**src/rtl/dds_pkg.sv**
```systemverilog
// Shared widths, waveform encoding and controller state type for the DDS wave reader.
package dds_pkg;

    localparam int ACC_W_DEF   = 32;
    localparam int PHASE_W_DEF = 10;
    localparam int DATA_W_DEF  = 8;
    localparam int AMP_W       = 9;

    localparam logic [AMP_W-1:0] AMP_UNITY = 9'd256;

    typedef enum logic [1:0] {
        WAVE_SINE   = 2'd0,
        WAVE_SQUARE = 2'd1,
        WAVE_SAW    = 2'd2,
        WAVE_TRI    = 2'd3
    } dds_wave_t;

    typedef enum logic [1:0] {
        ST_IDLE = 2'd0,
        ST_RUN  = 2'd1,
        ST_PEND = 2'd2
    } dds_state_t;

    // Amplitudes above unity are treated as unity.
    function automatic logic [AMP_W-1:0] amp_clamp(input logic [AMP_W-1:0] a);
        return (a > AMP_UNITY) ? AMP_UNITY : a;
    endfunction

endpackage

```
**src/rtl/dds_amp_scale.sv**
```systemverilog
// One-stage registered amplitude scaler for offset-binary samples, referenced to midscale
// and saturated to the full unsigned sample range.
module dds_amp_scale
    import dds_pkg::*;
#(
    parameter int DATA_W = DATA_W_DEF
) (
    input  logic              clk,
    input  logic              rst_n,
    input  logic              i_en,
    input  logic [DATA_W-1:0] i_data,
    input  logic [AMP_W-1:0]  i_amp,
    output logic [DATA_W-1:0] o_sample,
    output logic              o_valid
);

    localparam int PROD_W = DATA_W + AMP_W + 2;

    localparam logic [DATA_W:0]   MID_X  = {2'b01, {(DATA_W-1){1'b0}}};
    localparam logic [DATA_W-1:0] MID    = {1'b1, {(DATA_W-1){1'b0}}};
    localparam logic [DATA_W-1:0] TOP    = {DATA_W{1'b1}};

    logic signed [DATA_W:0]   w_diff;
    logic        [AMP_W-1:0]  w_amp_eff;
    logic signed [PROD_W-1:0] w_diff_x;
    logic signed [PROD_W-1:0] w_amp_x;
    logic signed [PROD_W-1:0] w_prod;
    logic signed [PROD_W-1:0] w_shift;
    logic signed [PROD_W-1:0] w_res;
    logic signed [PROD_W-1:0] w_mid_x;
    logic signed [PROD_W-1:0] w_top_x;
    logic        [DATA_W-1:0] w_sat;

    logic [DATA_W-1:0] r_sample;
    logic              r_valid;

    assign w_diff    = $signed({1'b0, i_data}) - $signed(MID_X);
    assign w_amp_eff = amp_clamp(i_amp);

    assign w_diff_x  = {{(PROD_W-DATA_W-1){w_diff[DATA_W]}}, w_diff};
    assign w_amp_x   = $signed({{(PROD_W-AMP_W){1'b0}}, w_amp_eff});
    assign w_prod    = w_diff_x * w_amp_x;
    assign w_shift   = w_prod >>> 8;

    assign w_mid_x   = $signed({{(PROD_W-DATA_W){1'b0}}, MID});
    assign w_top_x   = $signed({{(PROD_W-DATA_W){1'b0}}, TOP});
    assign w_res     = w_shift + w_mid_x;

    always_comb begin
        w_sat = w_res[DATA_W-1:0];
        if (w_res < 0) begin
            w_sat = '0;
        end else if (w_res > w_top_x) begin
            w_sat = TOP;
        end
    end

    always_ff @(posedge clk or negedge rst_n) begin
        if (!rst_n) begin
            r_sample <= MID;
            r_valid  <= 1'b0;
        end else begin
            if (i_en) begin
                r_sample <= w_sat;
            end
            r_valid <= i_en;
        end
    end

    assign o_sample = r_sample;
    assign o_valid  = r_valid;

endmodule

```
**src/rtl/dds_wave_reader.sv**
```systemverilog
// Phase-accumulator DDS front end: steps a waveform ROM address, swaps configuration on
// accumulator carry-out and scales the returned samples by the issuing amplitude.
//
//   state   | meaning
//   --------+------------------------------------------------
//   ST_IDLE | en low, accumulator and address frozen
//   ST_RUN  | running, pending slot empty
//   ST_PEND | running, pending config waiting for carry-out
module dds_wave_reader
    import dds_pkg::*;
#(
    parameter int ACC_W   = ACC_W_DEF,
    parameter int PHASE_W = PHASE_W_DEF,
    parameter int DATA_W  = DATA_W_DEF
) (
    input  logic                 clk,
    input  logic                 rst_n,
    input  logic                 en,
    input  logic                 cfg_valid,
    output logic                 cfg_ready,
    input  logic [ACC_W-1:0]     cfg_ftw,
    input  logic [PHASE_W-1:0]   cfg_pow,
    input  logic [1:0]           cfg_wave,
    input  logic [AMP_W-1:0]     cfg_amp,
    output logic [PHASE_W+1:0]   rom_ad,
    output logic                 rom_ce,
    output logic                 rom_oce,
    output logic                 rom_reset,
    input  logic [DATA_W-1:0]    rom_dout,
    output logic [DATA_W-1:0]    sample,
    output logic                 sample_valid,
    output logic                 wrap
);

    dds_state_t r_state;
    dds_state_t w_state_nxt;

    logic [ACC_W-1:0]   r_acc;
    logic [ACC_W-1:0]   r_ftw;
    logic [PHASE_W-1:0] r_pow;
    logic [1:0]         r_wave;
    logic [AMP_W-1:0]   r_amp;

    logic               r_pend;
    logic [ACC_W-1:0]   r_p_ftw;
    logic [PHASE_W-1:0] r_p_pow;
    logic [1:0]         r_p_wave;
    logic [AMP_W-1:0]   r_p_amp;

    logic [PHASE_W+1:0] r_rom_ad;
    logic               r_rom_ce;
    logic               r_ce_d1;
    logic               r_wrap;
    logic [AMP_W-1:0]   r_amp_ad;
    logic [AMP_W-1:0]   r_amp_dat;

    logic [ACC_W:0]     w_sum;
    logic               w_carry;
    logic [PHASE_W-1:0] w_phase;
    logic               w_take;
    logic               w_promote;
    logic               w_pend_nxt;

    assign w_sum   = {1'b0, r_acc} + {1'b0, r_ftw};
    assign w_carry = w_sum[ACC_W];
    assign w_phase = r_acc[ACC_W-1 -: PHASE_W] + r_pow;
    assign w_take  = cfg_valid & ~r_pend;

    // A held config swaps in at the carry-out while running, or at once while stopped.
    // A config accepted on a carry cycle is not yet in r_pend, so it waits a full period.
    always_comb begin
        w_promote   = r_pend & (~en | w_carry);
        w_pend_nxt  = (r_pend & ~w_promote) | w_take;
        w_state_nxt = r_state;
        case (r_state)
            ST_IDLE: begin
                if (en) begin
                    w_state_nxt = w_pend_nxt ? ST_PEND : ST_RUN;
                end
            end
            ST_RUN, ST_PEND: begin
                if (!en) begin
                    w_state_nxt = ST_IDLE;
                end else begin
                    w_state_nxt = w_pend_nxt ? ST_PEND : ST_RUN;
                end
            end
            default: begin
                w_state_nxt = ST_IDLE;
            end
        endcase
    end

    always_ff @(posedge clk or negedge rst_n) begin
        if (!rst_n) begin
            r_state <= ST_IDLE;
        end else begin
            r_state <= w_state_nxt;
        end
    end

    always_ff @(posedge clk or negedge rst_n) begin
        if (!rst_n) begin
            r_ftw    <= '0;
            r_pow    <= '0;
            r_wave   <= '0;
            r_amp    <= AMP_UNITY;
            r_pend   <= 1'b0;
            r_p_ftw  <= '0;
            r_p_pow  <= '0;
            r_p_wave <= '0;
            r_p_amp  <= '0;
        end else if (w_promote) begin
            r_ftw  <= r_p_ftw;
            r_pow  <= r_p_pow;
            r_wave <= r_p_wave;
            r_amp  <= r_p_amp;
            r_pend <= 1'b0;
        end else if (w_take) begin
            r_p_ftw  <= cfg_ftw;
            r_p_pow  <= cfg_pow;
            r_p_wave <= cfg_wave;
            r_p_amp  <= cfg_amp;
            r_pend   <= 1'b1;
        end
    end

    // The amplitude travels with its address so a mid-stream swap lines up with the data.
    always_ff @(posedge clk or negedge rst_n) begin
        if (!rst_n) begin
            r_acc     <= '0;
            r_rom_ad  <= '0;
            r_rom_ce  <= 1'b0;
            r_ce_d1   <= 1'b0;
            r_wrap    <= 1'b0;
            r_amp_ad  <= AMP_UNITY;
            r_amp_dat <= AMP_UNITY;
        end else begin
            if (en) begin
                r_acc    <= w_sum[ACC_W-1:0];
                r_rom_ad <= {r_wave, w_phase};
                r_amp_ad <= r_amp;
            end
            r_rom_ce  <= en;
            r_ce_d1   <= r_rom_ce;
            r_wrap    <= en & w_carry;
            r_amp_dat <= r_amp_ad;
        end
    end

    dds_amp_scale #(
        .DATA_W (DATA_W)
    ) u_scale (
        .clk      (clk),
        .rst_n    (rst_n),
        .i_en     (r_ce_d1),
        .i_data   (rom_dout),
        .i_amp    (r_amp_dat),
        .o_sample (sample),
        .o_valid  (sample_valid)
    );

    assign cfg_ready = ~r_pend;
    assign rom_ad    = r_rom_ad;
    assign rom_ce    = r_rom_ce;
    assign rom_oce   = 1'b1;
    assign rom_reset = ~rst_n;
    assign wrap      = r_wrap;

endmodule
```
**config.mk**
```make
export PLATFORM = sky130hd
export DESIGN_NAME = dds_wave_reader
export DESIGN_NICKNAME = d
export VERILOG_FILES = /design/src/rtl/dds_pkg.sv /design/src/rtl/dds_amp_scale.sv /design/src/rtl/dds_wave_reader.sv
export SDC_FILE = /design/constraint.sdc
export NUM_CORES = 1
export LEC_CHECK = 0
export BUFFER_PORTS_ARGS = -buffer_cell sky130_fd_sc_hd__buf_2
export CAP_MARGIN = 10
export CORE_ASPECT_RATIO = 1.5
export CORE_MARGIN = 10
export CORE_UTILIZATION = 50
export DETAILED_ROUTE_END_ITERATION = 8
export HOLD_SLACK_MARGIN = 0.08
export PLACE_DENSITY_LB_ADDON = 0.12
export SLEW_MARGIN = 15
export SYNTH_ARGS = -nofsm -noshare
export SYNTH_HDL_FRONTEND = slang
export SYNTH_SLANG_ARGS = --single-unit
```
**constraint.sdc**
```tcl
create_clock -name clk -period 8.9 [get_ports clk]
set_clock_uncertainty 0.2 [all_clocks]
set_input_delay 0.445 -clock clk [delete_from_list [all_inputs] [get_ports clk]]
set_output_delay 0.445 -clock clk [all_outputs]
set_load 0.005 [all_outputs]
```
==> results of run 1 <==
synth_stat cells (all sizes together) (7+ instances only):
master and count:
a211oi 8, a21o 28, a21oi 43, a22oi 53, and2 44, and3 8, buf 10, clkbuf 62
dfrtp 177, fa 51, ha 92, inv 105, mux2 77, nand2 111, nor2 32, nor2b 14
o2111ai 58, o211ai 53, o21a 9, o21ai 34, o21bai 8, o221ai 9, o31ai 8, or3 7
xnor2 25, xor2 11
cell type report:
cell class	instances	area, sq um	share of cell area
Clock buffer	20	467	0.0326
Clock inverter	12	141	0.00987
Inverter	105	394	0.0275
Multi-Input combinational cell	863	7300	0.510
Sequential cell	181	4540	0.317
Tap cell	324	405	0.0283
Timing Repair Buffer	154	1080	0.0754
cell families after synthesis:
family	Yosys count
compound gates	347
xor+xnor	36
fa+ha+maj	143
buf+inv	177
flops	181
mux	79
other cells	1
simple gates	257
worst max-delay path, stage by stage, from the launching register on:
cell and delay, ns:
dfstp_2 0.47, nor2b_1 0.47, nand2_1 0.15, fa_1 0.55, inv_1 0.05, fa_1 0.50
inv_1 0.05, fa_1 0.47, inv_1 0.05, fa_1 0.47, ha_1 0.32, ha_1 0.32
nand4bb_1 0.16, o41ai_1 0.45, a21oi_1 0.24, a21oi_1 0.25, nor2_1 0.11, o21ai_1 0.19
a21oi_1 0.11, xnor2_1 0.19, ha_1 0.31, o2111ai_1 0.13, a211o_1 0.25, mux2_4 0.27
o221ai_4 0.27, o221ai_1 0.18
what timing repair did:
item / CTS / global route
hold buffers: 54 / 0
endpoints found under the hold margin: 163 / 0
setup buffers: 0 / 0
routing by layer:
layer,GRT usage,vias up
met3,0.0270,51
met1,0.214,4844
met5,0,-
met4,0.0848,0
met2,0.391,190
li1,-,4620
registers in the layout (all words and copies together), names as in the netlist, 8 cells and up:
name              cells
r_p_amp               9
r_p_pow              10
rom_ad               12
r_p_ftw              32
r_amp                 9
r_amp_ad              9
r_pow                10
r_amp_dat             9
r_ftw                32
u_scale.o_sample      8
r_acc                32
per-stage QoR:
stage	std cells	worst slack (ns)	instance area (sq um)	util	hold WS, ns
final	1659	1.57	14300	0.584	0.168
after global routing	1659	1.05	14300	0.584	0.175
after CTS	1659	1.51	14300	0.584	0.169
after detailed placement	1573	1.51	13200	0.537	0.160
after global placement	1573	1.68	13200	0.537	0.155
after floorplan	1221	2.10	12500	-	-0.0506
worst min path at each step:
stage / start / end / depth (start not counted)
after floorplan: rst_n / r_acc[0] / 0
after global placement: rom_ce / r_ce_d1 / 0
after detailed placement: r_amp_ad[8] / r_amp_dat[8] / 0
after CTS: r_amp_ad[8] / r_amp_dat[8] / 0
after global routing: r_amp_ad[8] / r_amp_dat[8] / 0
final: r_amp_ad[1] / r_amp_dat[1] / 0
==> metrics.md, run 1 <==
| Metric | Value |
|---|---|
| M1 WL | 11900 um |
| Synth unique cells | 75 |
| Warnings from Yosys | 0 |
| R2r endpoint | u_scale.o_sample[5] |
| Synth Instances | 1221 |
| Cts bufs inserted | 17 |
| CP startpoint kind | register |
| Clock buffer depth | 2 |
| PortBufs | 89 |
| Largest net degree at the start of global routing | 114 |
| Htree depth | 4 |
| Routed wl met3 | 937 um |
| Worst Path Arrival | 7.43 ns |
| CP endpoint kind | register |
| Layout area overhead | 14.8% |
| Fmax | 136 MHz |
| # nets final | 1530 |
| Dominant synthesized flop cell | dfrtp_1 |
| Die width | 149 um |
| EDFF count, synth | 0 |
| Fin Setup TNS | 0 ns |
| Routed WL per cell | 19.2 um |
| Die area | 31800 sq um |
| Ys async rst share | 1.00 |
| Core area | 24500 sq um |
| Final setup fails | 0 |
| Synth Area in XOR/XNOR | 0.0253 |
| Antenna diodes | 0 |
| IO Count | 91 |
| Worst-skew pair later-pin latency | 0.45 ns |
| Root Driver | clkbuf_16 |
| Top layer in use | met4 |
| Main combinational cell family by area after synthesis | compound AO/OA/AOI/OAI gates |
| Post-synthesis simple-gate area fraction | 0.103 |
| TritonCTS Sinks | 181 |
| Sequential-to-total area share from yosys stat | 0.364 |
| Metal2 WL | 18100 um |
| Drt pass-1 iters | 4 |
| Setup crit end | u_scale.o_sample[5] |
| Crit-path max FO | 20 |
| Chip height | 213 um |
| Detail Route Antenna Nets | 0 |
| R2R Path Start | r_amp_dat[8] |
| Share of layout cells above drive strength 1 | 0.180 |
| Grt ovf | 0 |
| # Max-Cap Violations | 0 |
| Status | finished, final reports clean |
| FF-to-FF setup slack | 1.57 ns |
| Total number of vias | 9705 |
| CP Launch Point | r_amp_dat[8] |
| Post-CTS sizing | 0 |
| Most frequent cells in the layout | 176 x dfrtp_1, 111 x nand2_1, 104 x inv_1 |
| Synth Area in Compound Gates | 0.208 |
| Detail Placement HPWL | 22000 um |
| Hold Vio Cnt, Final | 0 |
| Commonest non-fill, non-tap cell in the layout | dfrtp_1 |
| Adder-Cell Fraction of Synth Area | 0.174 |
| Synth Area per Inst | 10.2 sq um |
| Unrepaired setup endpoints after global routing | no |
| Worst path required time | 9.00 ns |
| TritonCTS clock tree | built |
| Fin crit share | 0.824 |
| Worst hold path type | reg -> reg |
| Final Slew Violations | 0 |
| Synth top area share | 0.355 |
| Critical path class | reg -> reg |
| Drt drc | 0 |
| Starting Density | 0.509 |
| Clock-pin slew on the worst setup and hold paths | 0.07 ns |
| Row count | 70 |
| WL final | 31900 um |
| Area leader, netlist | dfrtp_1 |
| Vias in the first global route | 10200 |
| Placer Congestion | 0.895 |
| Slew headroom | 0.393 |
| GRT Util Overall | 0.203 |
| Initial antenna violation count | 0 |
| FF+latch count, synth | 181 |
| Cell area after synthesis | 12500 sq um |
| Synth area leaders | dfrtp_1 36%, ha_1 9.2%, fa_1 8.2% |
| Filler Cell Count | 2199 |
| First-pass GRT wire length | 51600 um |
| Syn_nets | 1429 |
| Mux cell area share after synthesis | 0.0714 |
| Worst-Margin Slew | 0.911 ns |
| R2R depth | 25 |
| Crit path time final | 7.33 ns |
| Iter 0 DRT Violations | 495 |
| Post-DR vias/cell | 5.85 |
Power of run 1 is left out: the tool's default activity adds up to more than one toggle a clock period on the data nets, which glitch-free logic cannot reach.
==> inputs of run 2 (changes only) <==
==> constraint.sdc (replaced) <==
create_clock -name clk -period 6.03 [get_ports clk]
set_clock_uncertainty 0.2 [all_clocks]
set_input_delay 0.3015 -clock clk [delete_from_list [all_inputs] [get_ports clk]]
set_output_delay 0.3015 -clock clk [all_outputs]
set_load 0.005 [all_outputs]
==> metrics.md, run 2 (synthesized netlist as in run 1, its figures left out) <==
| Metric | Value |
|---|---|
| TritonCTS Sinks | 181 |
| Placed Cells | 1635 |
| Grt ovf | 0 |
| Post-DR vias/cell | 5.81 |
| Critical path class | reg -> reg |
| # Max-Cap Violations | 0 |
| CP max-delay cell | dfstp_2 |
| FF-to-FF setup slack | -0.59 ns |
| TritonCTS clock tree | built |
| Share of layout cells above drive strength 1 | 0.241 |
| Starting Density | 0.509 |
| Crit-path max FO | 8 |
| Status | finished with violations |
| Routed WL per cell | 18.8 um |
| Detail Placement HPWL | 23200 um |
| Fin area | 15000 sq um |
| Clock buffer depth | 2 |
| Root Driver | clkbuf_16 |
| Total number of vias | 10100 |
| Fin crit share | 1.10 |
| CP endpoint kind | register |
| Placed Area | 13700 sq um |
| Worst hold path type | in -> reg |
| Largest net degree at the start of global routing | 80 |
| Crit path time final | 6.62 ns |
| Drt pass-1 iters | 5 |
| Cts bufs inserted | 17 |
| Placer Congestion | 0.896 |
| CP Launch Point | r_amp_dat[8] |
| Iter 0 DRT Violations | 484 |
| PortBufs | 89 |
| Worst Path Arrival | 6.72 ns |
| Layout area overhead | 20.5% |
| Final Slew Violations | 0 |
| Row count | 70 |
| Worst-Margin Slew | 0.984 ns |
| Core area | 24500 sq um |
| Unrepaired setup endpoints after global routing | yes |
| Worst path required time | 6.13 ns |
| Htree depth | 4 |
| Initial antenna violation count | 0 |
| Post-route insts no fill | 1729 |
| Clock-pin slew on the worst setup and hold paths | 0.07 ns |
| Worst Setup Slack, final | -0.586 ns |
| Setup crit end | u_scale.o_sample[2] |
| # nets final | 1601 |
| R2R depth | 25 |
| WL final | 32500 um |
| Die width | 149 um |
| GRT Util Overall | 0.210 |
| Antenna diodes | 0 |
| Slew headroom | 0.344 |
| Fmax | 151 MHz |
| First-pass GRT wire length | 53800 um |
| Vias in the first global route | 10600 |
| Drt drc | 0 |
| CP startpoint kind | register |
| WHS | 0.0824 ns |
| Chip height | 213 um |
| Die area | 31800 sq um |
| Most frequent cells in the layout | 176 x dfrtp_1, 111 x nand2_1, 100 x inv_1 |
| Max stage delay on crit path | 0.58 ns |
| CP most frequent cell | fa_1 |
| Commonest non-fill, non-tap cell in the layout | dfrtp_1 |
| R2r endpoint | u_scale.o_sample[2] |
| Biggest regs | r_acc: 32 flops, r_ftw: 32 flops, r_p_ftw: 32 flops |
| Hold Vio Cnt, Final | 0 |
| Detail Route Antenna Nets | 0 |
| Final setup fails | 8 |
| IO Count | 91 |
| R2R Path Start | r_amp_dat[8] |
| Failing checks | setup timing |
| Worst-skew pair later-pin latency | 0.45 ns |
run 2: cell types whose count changed in the layout (fill, tap and decap cells not counted), moves of 4 or more:
cell,before,now
buf_4,12,80
o221ai_1,8,4
inv_1,104,100
o221ai_2,0,4
inv_2,1,5
nor2b_1,13,8
nor2b_4,1,5
run 2: what timing repair did:
action                     in CTS  in global routing
buffers inserted                6                  3
hold endpoints to repair      112                  0
setup endpoints to repair       8                  8
resized for setup              15                 17
hold buffers                   54                  0
pin swaps                       2                  9
run 2: worst min path at each step:
| stage | startpoint | endpoint | slack (ns) | cells after the start |
|---|---|---|---|---|
| 6_report | en | rom_ce | 0.08 | 1 |
| 5_1_grt | en | rom_ce | 0.11 | 1 |
| 4_1_cts | en | rom_ce | 0.09 | 1 |
| 3_5_place_dp | rst_n | r_ftw[0] | 0.12 | 1 |
| 3_3_place_gp | rst_n | r_ftw[0] | 0.12 | 1 |
| 2_1_floorplan | rst_n | r_acc[0] | -0.19 | 0 |
run 2: worst max-delay path, delay by kind of cell (launching register included):
kind	cells	cell delay [ns]
flops	1	0.58
buf+inv	5	0.32
xor+xnor	1	0.12
simple gates	5	0.79
compound gates	6	1.20
mux	1	0.27
fa+ha+maj	7	2.99
run 2: cell type report:
type / count / area [sq um]
clock buffers: 18 / 439
inverters: 105 / 394
flip-flops and latches: 181 / 4540
well taps: 324 / 405
clock inverters: 13 / 163
multi-input cells: 863 / 7470
fillers: 2151 / 9490
repair buffers: 225 / 1620
run 2: routing by layer:
layer  vias to the layer above  global-route usage  wire length, um
met5                         -                   0                0
met4                         0              0.0743              784
met3                        45              0.0289             1010
met2                       201               0.402            18400
met1                      5040               0.227            12300
li1                       4768                   -                -
run 2: through the flow:
stage	TNS, ns	utilization	setup WS, ns
CTS	-4.34	0.608	-0.577
global placement	-4.26	0.558	-0.545
detailed placement	-4.86	0.558	-0.638
floorplan	-3.48	-	-0.445
finish	-4.48	0.613	-0.586
global route	-6.39	0.613	-0.819
Power of run 2 is left out for the same reason.
